**config.mk**
```make
export PLATFORM = sky130hd
export DESIGN_NAME = psr_bank_ctrl
export DESIGN_NICKNAME = d
export VERILOG_FILES = /design/src/rtl/psr_bank_ctrl.sv
export SDC_FILE = /design/constraint.sdc
export NUM_CORES = 1
export LEC_CHECK = 0
export CELL_PAD_IN_SITES_DETAIL_PLACEMENT = 1
export CELL_PAD_IN_SITES_GLOBAL_PLACEMENT = 1
export CORE_MARGIN = 1
export CORE_UTILIZATION = 38
export CTS_CLUSTER_SIZE = 40
export DETAILED_ROUTE_END_ITERATION = 12
export PLACE_DENSITY_LB_ADDON = 0.15
export SETUP_SLACK_MARGIN = 0.1
export SYNTH_ARGS = -nofsm -noshare
export SYNTH_HDL_FRONTEND = slang
export SYNTH_SLANG_ARGS = --single-unit
```
**constraint.sdc**
```tcl
create_clock -name clk -period 6.5 [get_ports clk]
set_input_delay 1.3 -clock clk [delete_from_list [all_inputs] [get_ports clk]]
set_output_delay 1.3 -clock clk [all_outputs]
set_load 0.05 [all_outputs]
```
**src/rtl/psr_bank_ctrl.sv**
```systemverilog
// CPSR plus five banked SPSRs, sequencing the status-register side of
// exception entry/return and serving MSR and condition-flag writeback.
module psr_bank_ctrl #(
    parameter logic [31:0] VEC_BASE = 32'h0000_0000
) (
    input  logic        clk,
    input  logic        rst,
    input  logic        exc_req,
    input  logic [2:0]  exc_type,
    input  logic        ret_req,
    input  logic        msr_we,
    input  logic        msr_spsr,
    input  logic [3:0]  msr_mask,
    input  logic [31:0] msr_data,
    input  logic        flag_we,
    input  logic [3:0]  flag_nzcv,
    output logic [31:0] cpsr,
    output logic [31:0] spsr,
    output logic [4:0]  mode,
    output logic [2:0]  spsr_idx,
    output logic [31:0] vector,
    output logic        exc_ack,
    output logic        ret_done,
    output logic        ret_err,
    output logic        busy
);
    localparam logic [4:0] MODE_USR = 5'b10000;
    localparam logic [4:0] MODE_FIQ = 5'b10001;
    localparam logic [4:0] MODE_IRQ = 5'b10010;
    localparam logic [4:0] MODE_SVC = 5'b10011;
    localparam logic [4:0] MODE_ABT = 5'b10111;
    localparam logic [4:0] MODE_UND = 5'b11011;

    typedef enum logic [1:0] {S_IDLE, S_ENTRY, S_VECT, S_RET} state_t;

    state_t      r_state;
    logic [31:0] r_cpsr;
    logic [31:0] r_spsr [1:5];
    logic [2:0]  r_type;
    logic [31:0] r_vector;
    logic        r_exc_ack;
    logic        r_ret_done;
    logic        r_ret_err;

    logic [2:0]  w_idx;
    logic [4:0]  w_tgt_mode;
    logic [2:0]  w_tgt_idx;
    logic [31:0] w_spsr_cur;
    logic [3:0]  w_cpsr_mask;
    logic        w_exc_ok;

    function automatic logic [2:0] f_mode_idx(input logic [4:0] m);
        case (m)
            MODE_FIQ: return 3'd1;
            MODE_SVC: return 3'd2;
            MODE_ABT: return 3'd3;
            MODE_IRQ: return 3'd4;
            MODE_UND: return 3'd5;
            default:  return 3'd0;
        endcase
    endfunction

    function automatic logic [4:0] f_type_mode(input logic [2:0] t);
        case (t)
            3'd1:       return MODE_UND;
            3'd2:       return MODE_SVC;
            3'd3, 3'd4: return MODE_ABT;
            3'd5:       return MODE_IRQ;
            3'd6:       return MODE_FIQ;
            default:    return MODE_USR;
        endcase
    endfunction

    function automatic logic [31:0] f_type_off(input logic [2:0] t);
        case (t)
            3'd1:    return 32'h04;
            3'd2:    return 32'h08;
            3'd3:    return 32'h0C;
            3'd4:    return 32'h10;
            3'd5:    return 32'h18;
            3'd6:    return 32'h1C;
            default: return 32'h00;
        endcase
    endfunction

    function automatic logic [31:0] f_merge(input logic [31:0] old_v,
                                            input logic [31:0] new_v,
                                            input logic [3:0]  mask);
        logic [31:0] res;
        res = old_v;
        for (int unsigned b = 0; b < 4; b++)
            if (mask[b]) res[b*8 +: 8] = new_v[b*8 +: 8];
        return res;
    endfunction

    assign w_idx       = f_mode_idx(r_cpsr[4:0]);
    assign w_tgt_mode  = f_type_mode(r_type);
    assign w_tgt_idx   = f_mode_idx(w_tgt_mode);
    assign w_exc_ok    = exc_req && (exc_type != 3'd0) && (exc_type != 3'd7);
    // User mode may only touch the flag byte of CPSR.
    assign w_cpsr_mask = (r_cpsr[4:0] == MODE_USR) ? {msr_mask[3], 3'b000} : msr_mask;

    always_comb begin
        w_spsr_cur = '0;
        if (w_idx != 3'd0) w_spsr_cur = r_spsr[w_idx];
    end

    always_ff @(posedge clk or posedge rst) begin
        if (rst) begin
            r_state    <= S_IDLE;
            r_cpsr     <= 32'h0000_00D3;
            for (int unsigned i = 1; i <= 5; i++) r_spsr[i] <= '0;
            r_type     <= '0;
            r_vector   <= '0;
            r_exc_ack  <= 1'b0;
            r_ret_done <= 1'b0;
            r_ret_err  <= 1'b0;
        end else begin
            r_exc_ack  <= 1'b0;
            r_ret_done <= 1'b0;
            r_ret_err  <= 1'b0;
            case (r_state)
                S_IDLE: begin
                    if (w_exc_ok) begin
                        r_type  <= exc_type;
                        r_state <= S_ENTRY;
                    end else if (ret_req) begin
                        r_state <= S_RET;
                    end else if (msr_we) begin
                        if (!msr_spsr)
                            r_cpsr <= f_merge(r_cpsr, msr_data, w_cpsr_mask);
                        else if (w_idx != 3'd0)
                            r_spsr[w_idx] <= f_merge(w_spsr_cur, msr_data, msr_mask);
                    end else if (flag_we) begin
                        r_cpsr[31:28] <= flag_nzcv;
                    end
                end
                S_ENTRY: begin
                    r_spsr[w_tgt_idx] <= r_cpsr;
                    r_cpsr[4:0]       <= w_tgt_mode;
                    r_cpsr[5]         <= 1'b0;
                    r_cpsr[7]         <= 1'b1;
                    if (w_tgt_mode == MODE_FIQ) r_cpsr[6] <= 1'b1;
                    r_vector  <= VEC_BASE + f_type_off(r_type);
                    r_exc_ack <= 1'b1;
                    r_state   <= S_VECT;
                end
                S_VECT: begin
                    r_vector <= '0;
                    r_state  <= S_IDLE;
                end
                S_RET: begin
                    if (w_idx == 3'd0) begin
                        r_ret_err <= 1'b1;
                    end else begin
                        r_cpsr     <= w_spsr_cur;
                        r_ret_done <= 1'b1;
                    end
                    r_state <= S_IDLE;
                end
                default: r_state <= S_IDLE;
            endcase
        end
    end

    assign cpsr     = r_cpsr;
    assign spsr     = w_spsr_cur;
    assign mode     = r_cpsr[4:0];
    assign spsr_idx = w_idx;
    assign vector   = r_vector;
    assign exc_ack  = r_exc_ack;
    assign ret_done = r_ret_done;
    assign ret_err  = r_ret_err;
    assign busy     = (r_state != S_IDLE);
endmodule

```
==> results of run 1 <==
## cells in the mapped netlist (7+ instances only)
master / instances
nand3b_1: 19
a31oi_1: 9
a211oi_1: 13
o221ai_1: 31
nor2_1: 38
a22oi_1: 63
a32oi_1: 38
o31ai_1: 7
buf_2: 29
nand4_1: 63
clkbuf_1: 85
nor3_1: 41
and3_1: 26
mux2_2: 8
nand3_1: 52
inv_1: 21
o21ai_0: 95
a21oi_1: 18
mux2i_1: 20
o21a_1: 7
nor3b_1: 10
o21ai_1: 18
nand2_1: 155
o32ai_1: 17
o211ai_1: 64
dfrtp_1: 198
buf_4: 42
## worst max path at each step
stage | cells past startpoint | end | slack [ps]
6_report | 7 | spsr[0] | 440
5_1_grt | 7 | spsr[0] | 380
4_1_cts | 7 | spsr[0] | 620
3_5_place_dp | 7 | spsr[0] | 1220
3_3_place_gp | 7 | spsr[0] | 1240
2_1_floorplan | 10 | spsr[29] | 2240
## flip-flops by register name, indices dropped and copies added, names as in the netlist
signal,count
r_spsr,160
ret_err,1
cpsr,32
vector,3
r_state,2
ret_done,1
exc_ack,1
r_type,3
## layout make-up
cell class | count | area [µm²] | share of cell area
Clock buffer | 39 | 748 | 0.0548
Multi-Input combinational cell | 918 | 5720 | 0.419
Antenna cell | 1 | 2.50 | 0.000183
Clock inverter | 7 | 38.8 | 0.00284
Sequential cell | 203 | 5090 | 0.373
Inverter | 23 | 90.1 | 0.00660
Timing Repair Buffer | 153 | 1480 | 0.109
Tap cell | 390 | 488 | 0.0357
## tightest hold or removal path, cell delays in order (launching register included)
cell and delay, ps:
dfrtp_1 340, nand2_1 50, o221ai_1 60
## power by group
group	switching [mW]	internal, mW	total (mW)
logic	3.04	1.35	4.40
registers	0.518	1.78	2.30
clock network	0.573	0.788	1.36
## routing by layer
layer,GRT usage,part of all wire
met1,0.411,0.44
met2,0.455,0.45
met3,0.0441,0.079
met4,0.0952,0.029
met5,0,0
## kinds of logic after synthesis
| logic type | after synthesis | synth area share |
|---|---|---|
| AOI/OAI and AO/OA | 422 | 0.261 |
| xor gates and xnor gates | 2 | 0.00151 |
| adders and majority gates | 5 | 0.00519 |
| buffers and inverters | 188 | 0.0797 |
| DFF | 203 | 0.440 |
| muxes | 28 | 0.0251 |
| other | 1 | 0.000324 |
| and+or+nand+nor | 432 | 0.187 |
## stage by stage
| step | area, µm² | hold WS (ps) | cells | worst slack (ps) | total power, mW |
|---|---|---|---|---|---|
| 5_1_grt | 13700 | 512 | 1733 | 383 | 8.47 |
| 2_1_floorplan | 11700 | 456 | 1309 | 2240 | 5.16 |
| 4_1_cts | 13700 | 493 | 1733 | 625 | 8.03 |
| 6_report | 13700 | 492 | 1734 | 444 | 8.06 |
| 3_5_place_dp | 12900 | 475 | 1687 | 1220 | 6.64 |
| 3_3_place_gp | 12900 | 470 | 1687 | 1240 | 6.56 |
## layout by cell type (no fill, tap or decap), types with 24 or more instances in the layout
cell             Yosys  final
dfrtp_1            198    198
nand2_1            155    151
clkdlybuf4s50_1      0    128
o21ai_0             95     94
o211ai_1            64     64
a22oi_1             63     63
nand4_1             63     63
nand3_1             52     52
nor3_1              41     40
a32oi_1             38     38
nor2_1              38     37
o221ai_1            31     31
conb_1               1     29
and3_1              26     26
clkbuf_16            0     25
buf_4               42     24
==> metrics.cfg, run 1 <==
[placement]
finalWeightedCongestion = 0.832
dp_hpwl_um = 26900
portBuffers = 128

[timing]
slew_viol_final = 0
fin_tns_setup_ps = 0
finalCritPeriodShare = 0.932
tightest_slew_ps = 1170
fmax_mhz = 165
rsz0062_at_grt = no
fin_skew_ps = 9.01
relSlewSlack = 0.218
period_needed_ps = 6060
setup_viol = 0
finalHoldViolCount = 0

[cells_and_area]
layout-drive-gt1-share = 0.0804
post-route-util = 0.458
area_growth_pct = 18.1
fillers = 3421
fin_nets = 1378

[global_route]
antenna_found_initial = 1
grt_pass1_wl_um = 70000
gr-total-overflow = 0
track_usage = 0.291
grt_max_degree = 131
grt_pass1_vias = 11500

[yosys]
synth_area_leader_cell = dfrtp_1
synth_cell_types = 71
synth-main-ff-cell = dfrtp_1
synthTopCellsByArea = dfrtp_1 43%, nand2_1 5.0%, o211ai_1 4.2%
synthArstFlopShare = 1.00
syn_inst = 1281
netlist.area_leader.share = 0.428
synth.ff_latch_count = 203
netlist_area_um2 = 11600
ys_warn_count = 0
synth_edf_count = 0
yosysSeqAreaShare = 0.440
avgSynthCellArea_um2 = 9.03

[clock_network]
postCtsSetupBuffers = 0
clk_latency_ps = 540
cts_buffers = 25
cts_tree = yes
cts_root_buffer = clkbuf_16
cts_hold_buf = 0
clk_pin_slew_ps = 60
clkSinkCount = 203
cts_resized = 0
clockBufferDepth = 3
cts_max_level = 1

[worst_setup_path]
r2r_slack_ps = 1320
cp_cell_sequence = and3_1 -> nand2b_4 -> inv_2 -> buf_4 -> a311oi_2 -> nor3_1 -> clkdlybuf4s50_1
r2r-end = r_spsr[64]$_DFFE_PP0P_
cp-end-kind = primary output
crit_path_start_kind = flip-flop
reg2regPathDepth = 10
cp.arrival_ps = 4760
worstPathRequired_ps = 5200
critPathKind = flip-flop to primary output
cpPeakStageDelay_ps = 920
critical-path-top-delay-family = buffers and inverters
reg2reg_from = cpsr[1]$_DFFE_PP1P_
critPathBufInv = 3
critPathSlowestCell = clkdlybuf4s50_1
crit_start = cpsr[1]$_DFFE_PP1P_
cp_max_fo = 32

[floorplan]
die_h_um = 176
initial_core_util = 0.388
io_pins = 158
die_area_um2 = 31100
fp-row-count = 63
design.core.area_um2 = 29800
fp.dieW_um = 176

[routing]
wl_per_cell_um = 25.9
drc = 0
ant_nets = 0
dr.pass1.iters = 5
via_per_inst = 6.47
finalWirelength_um = 44900
drt-initial-drc-count = 1058
vias = 11200

[run_status]
status = finished clean

[pwr]
power_density_nw_per_um2 = 590
leakage_nw = 5.40
vdd_drop_max_v = 0.000275

[hold_path]
holdPathEnd = r_spsr[46]$_DFFE_PP0P_
hp-start = r_spsr[46]$_DFFE_PP0P_
hold_path_class = flip-flop to flip-flop
hold_depth = 2

[flow_run]
maxCapViolCount = 0

No activity file was read; power rests on OpenSTA's default activity.
==> run 2: changes to the inputs <==
Settings changed: PLACE_DENSITY from default to 0.77, PLACE_DENSITY_LB_ADDON 0.15 to default.
==> metrics.cfg, run 2 (synthesized netlist as in run 1, its figures left out) <==
[cells_and_area]
regMostFlops = r_spsr
layout_common_cells = 198 x dfrtp_1, 154 x nand2_1, 128 x clkdlybuf4s50_1, 94 x o21ai_0, 64 x o211ai_1
num_antenna_cells = 0  ; -1
area_growth_pct = 17.7
largest_reg_flops = 160  ; unchanged
layout-drive-gt1-share = 0.0732  ; -0.00723
layout_commonest_cell = dfrtp_1
fin_nets = 1377  ; -0.073%
post-route-util = 0.457  ; -0.00130

[routing]
dr.pass1.iters = 5  ; unchanged
ant_nets = 0  ; unchanged
drc = 0  ; unchanged
wl_per_cell_um = 25.4  ; -1.8%
via_per_inst = 6.56  ; +1.3%
drt-initial-drc-count = 1069  ; +1.0%
finalWirelength_um = 44000  ; -2.1%
vias = 11300  ; +0.98%

[floorplan]
design.core.area_um2 = 29800  ; unchanged
fp-row-count = 63  ; unchanged
io_pins = 158  ; unchanged
fp.dieW_um = 176  ; unchanged
die_area_um2 = 31100  ; unchanged
die_h_um = 176  ; unchanged
initial_core_util = 0.388  ; unchanged

[timing]
rsz0062_at_grt = no
slew_viol_final = 0  ; unchanged
fin_tns_setup_ps = 0  ; unchanged
setup_viol = 0  ; unchanged
finalHoldViolCount = 0  ; unchanged
tightest_slew_ps = 1210  ; +42.0 ps
fmax_mhz = 167  ; +1.3%
relSlewSlack = 0.192  ; -0.0260
fin_skew_ps = 15.2  ; +6.16 ps
worst_hold_slack_ps = 494  ; +2.88 ps
period_needed_ps = 5980  ; -75.6 ps
finalCritPeriodShare = 0.920  ; -0.0116

[clock_network]
clk_latency_ps = 530  ; about the same
clockBufferDepth = 3  ; unchanged
cts_hold_buf = 0  ; unchanged
cts_max_level = 1  ; unchanged
clkSinkCount = 203  ; unchanged
cts_root_buffer = clkbuf_16
cts_tree = yes
clk_pin_slew_ps = 60  ; about the same
cts_buffers = 24  ; -4.0%
postCtsSetupBuffers = 0  ; unchanged
cts_resized = 0  ; unchanged

[global_route]
grt_max_degree = 168  ; +28%
gr-usage-met1 = 0.383  ; -0.0285
grt_pass1_wl_um = 68500  ; -2.1%
busiest_layer = met2
use_met3 = 0.0521  ; +0.00797
grt_pass1_vias = 11600  ; +0.60%
track_usage = 0.282  ; -0.00873
gr-total-overflow = 0  ; unchanged
grt_util_met2 = 0.452  ; -0.00279
antenna_found_initial = 0  ; -1

[hold_path]
hold_path_class = flip-flop to flip-flop
holdPathEnd = r_spsr[38]$_DFFE_PP0P_
hp-start = r_spsr[38]$_DFFE_PP0P_
hold_depth = 2  ; unchanged

[worst_setup_path]
reg2reg_from = cpsr[0]$_DFFE_PP1P_
r2r-end = r_spsr[43]$_DFFE_PP0P_
crit_path_start_kind = flip-flop
cp.arrival_ps = 4680  ; -80 ps
cp_max_fo = 32  ; unchanged
r2r_slack_ps = 1700  ; +380 ps
worstPathRequired_ps = 5200  ; about the same
cp-end-kind = primary output
reg2regPathDepth = 9  ; -1
critPathKind = flip-flop to primary output

[placement]
dp_hpwl_um = 26300  ; -2.3%
portBuffers = 128  ; unchanged
finalWeightedCongestion = 0.859  ; +3.3%

[pwr]
power_density_nw_per_um2 = 590  ; about the same
leakage_nw = 5.37  ; -0.55%
power_mw = 8.03  ; -0.34%
vdd_drop_max_v = 0.000241  ; -12%

[run_status]
status = finished clean

[flow_run]
maxCapViolCount = 0  ; unchanged

## run 2: report_power, final
part / leakage (nW) / internal, mW / total [mW] / switching, mW
registers: 2.67 / 1.78 / 2.31 / 0.531
clock network: 0.371 / 0.788 / 1.34 / 0.554
logic: 2.32 / 1.35 / 4.37 / 3.03
total: 5.37 / 3.92 / 8.03 / 4.11
## run 2: cell type report
type / instances / area (µm²)
fill: 3459 / 16200
multi-input combinational: 918 / 5710
sequential: 203 / 5090
timing repair buffer: 153 / 1480
clock buffer: 39 / 718
tap: 390 / 488
inverter: 23 / 90.1
clock inverter: 3 / 40.0
## run 2: through the flow
| stage | area, µm² | std cells | worst slack (ps) |
|---|---|---|---|
| final | 13600 | 1729 | 520 |
| after detailed placement | 12900 | 1687 | 1150 |
| after floorplan | 11700 | 1309 | 2240 |
| after CTS | 13600 | 1729 | 613 |
| after global placement | 12900 | 1687 | 1310 |
| after global routing | 13600 | 1729 | 406 |
## run 2: worst max-delay path, cell delays in order, from the launching register on
cell	delay (ps)
dfstp_2	800
and3_1	500
nand2b_4	350
inv_2	450
a22oi_4	280
buf_4	340
mux2i_1	170
o21ai_1	240
and3_1	200
clkdlybuf4s50_1	790
## run 2: worst max-delay path by stage
stage                        startpoint       end  slack (ps)  cells after the start
floorplan           cpsr[4]$_DFFE_PP1P_  spsr[29]        2240                     10
CTS                 cpsr[0]$_DFFE_PP1P_   spsr[4]         610                      9
detailed placement  cpsr[0]$_DFFE_PP1P_   spsr[4]        1150                      9
global route        cpsr[1]$_DFFE_PP1P_   spsr[7]         410                      9
global placement    cpsr[0]$_DFFE_PP1P_   spsr[4]        1310                      9
finish              cpsr[0]$_DFFE_PP1P_   spsr[4]         520                      9
## run 2: routing by layer
layer,routed length [µm],vias up
met4,1350,0
met1,18900,5843
met3,3260,89
met5,0,-
li1,-,4885
met2,20400,518
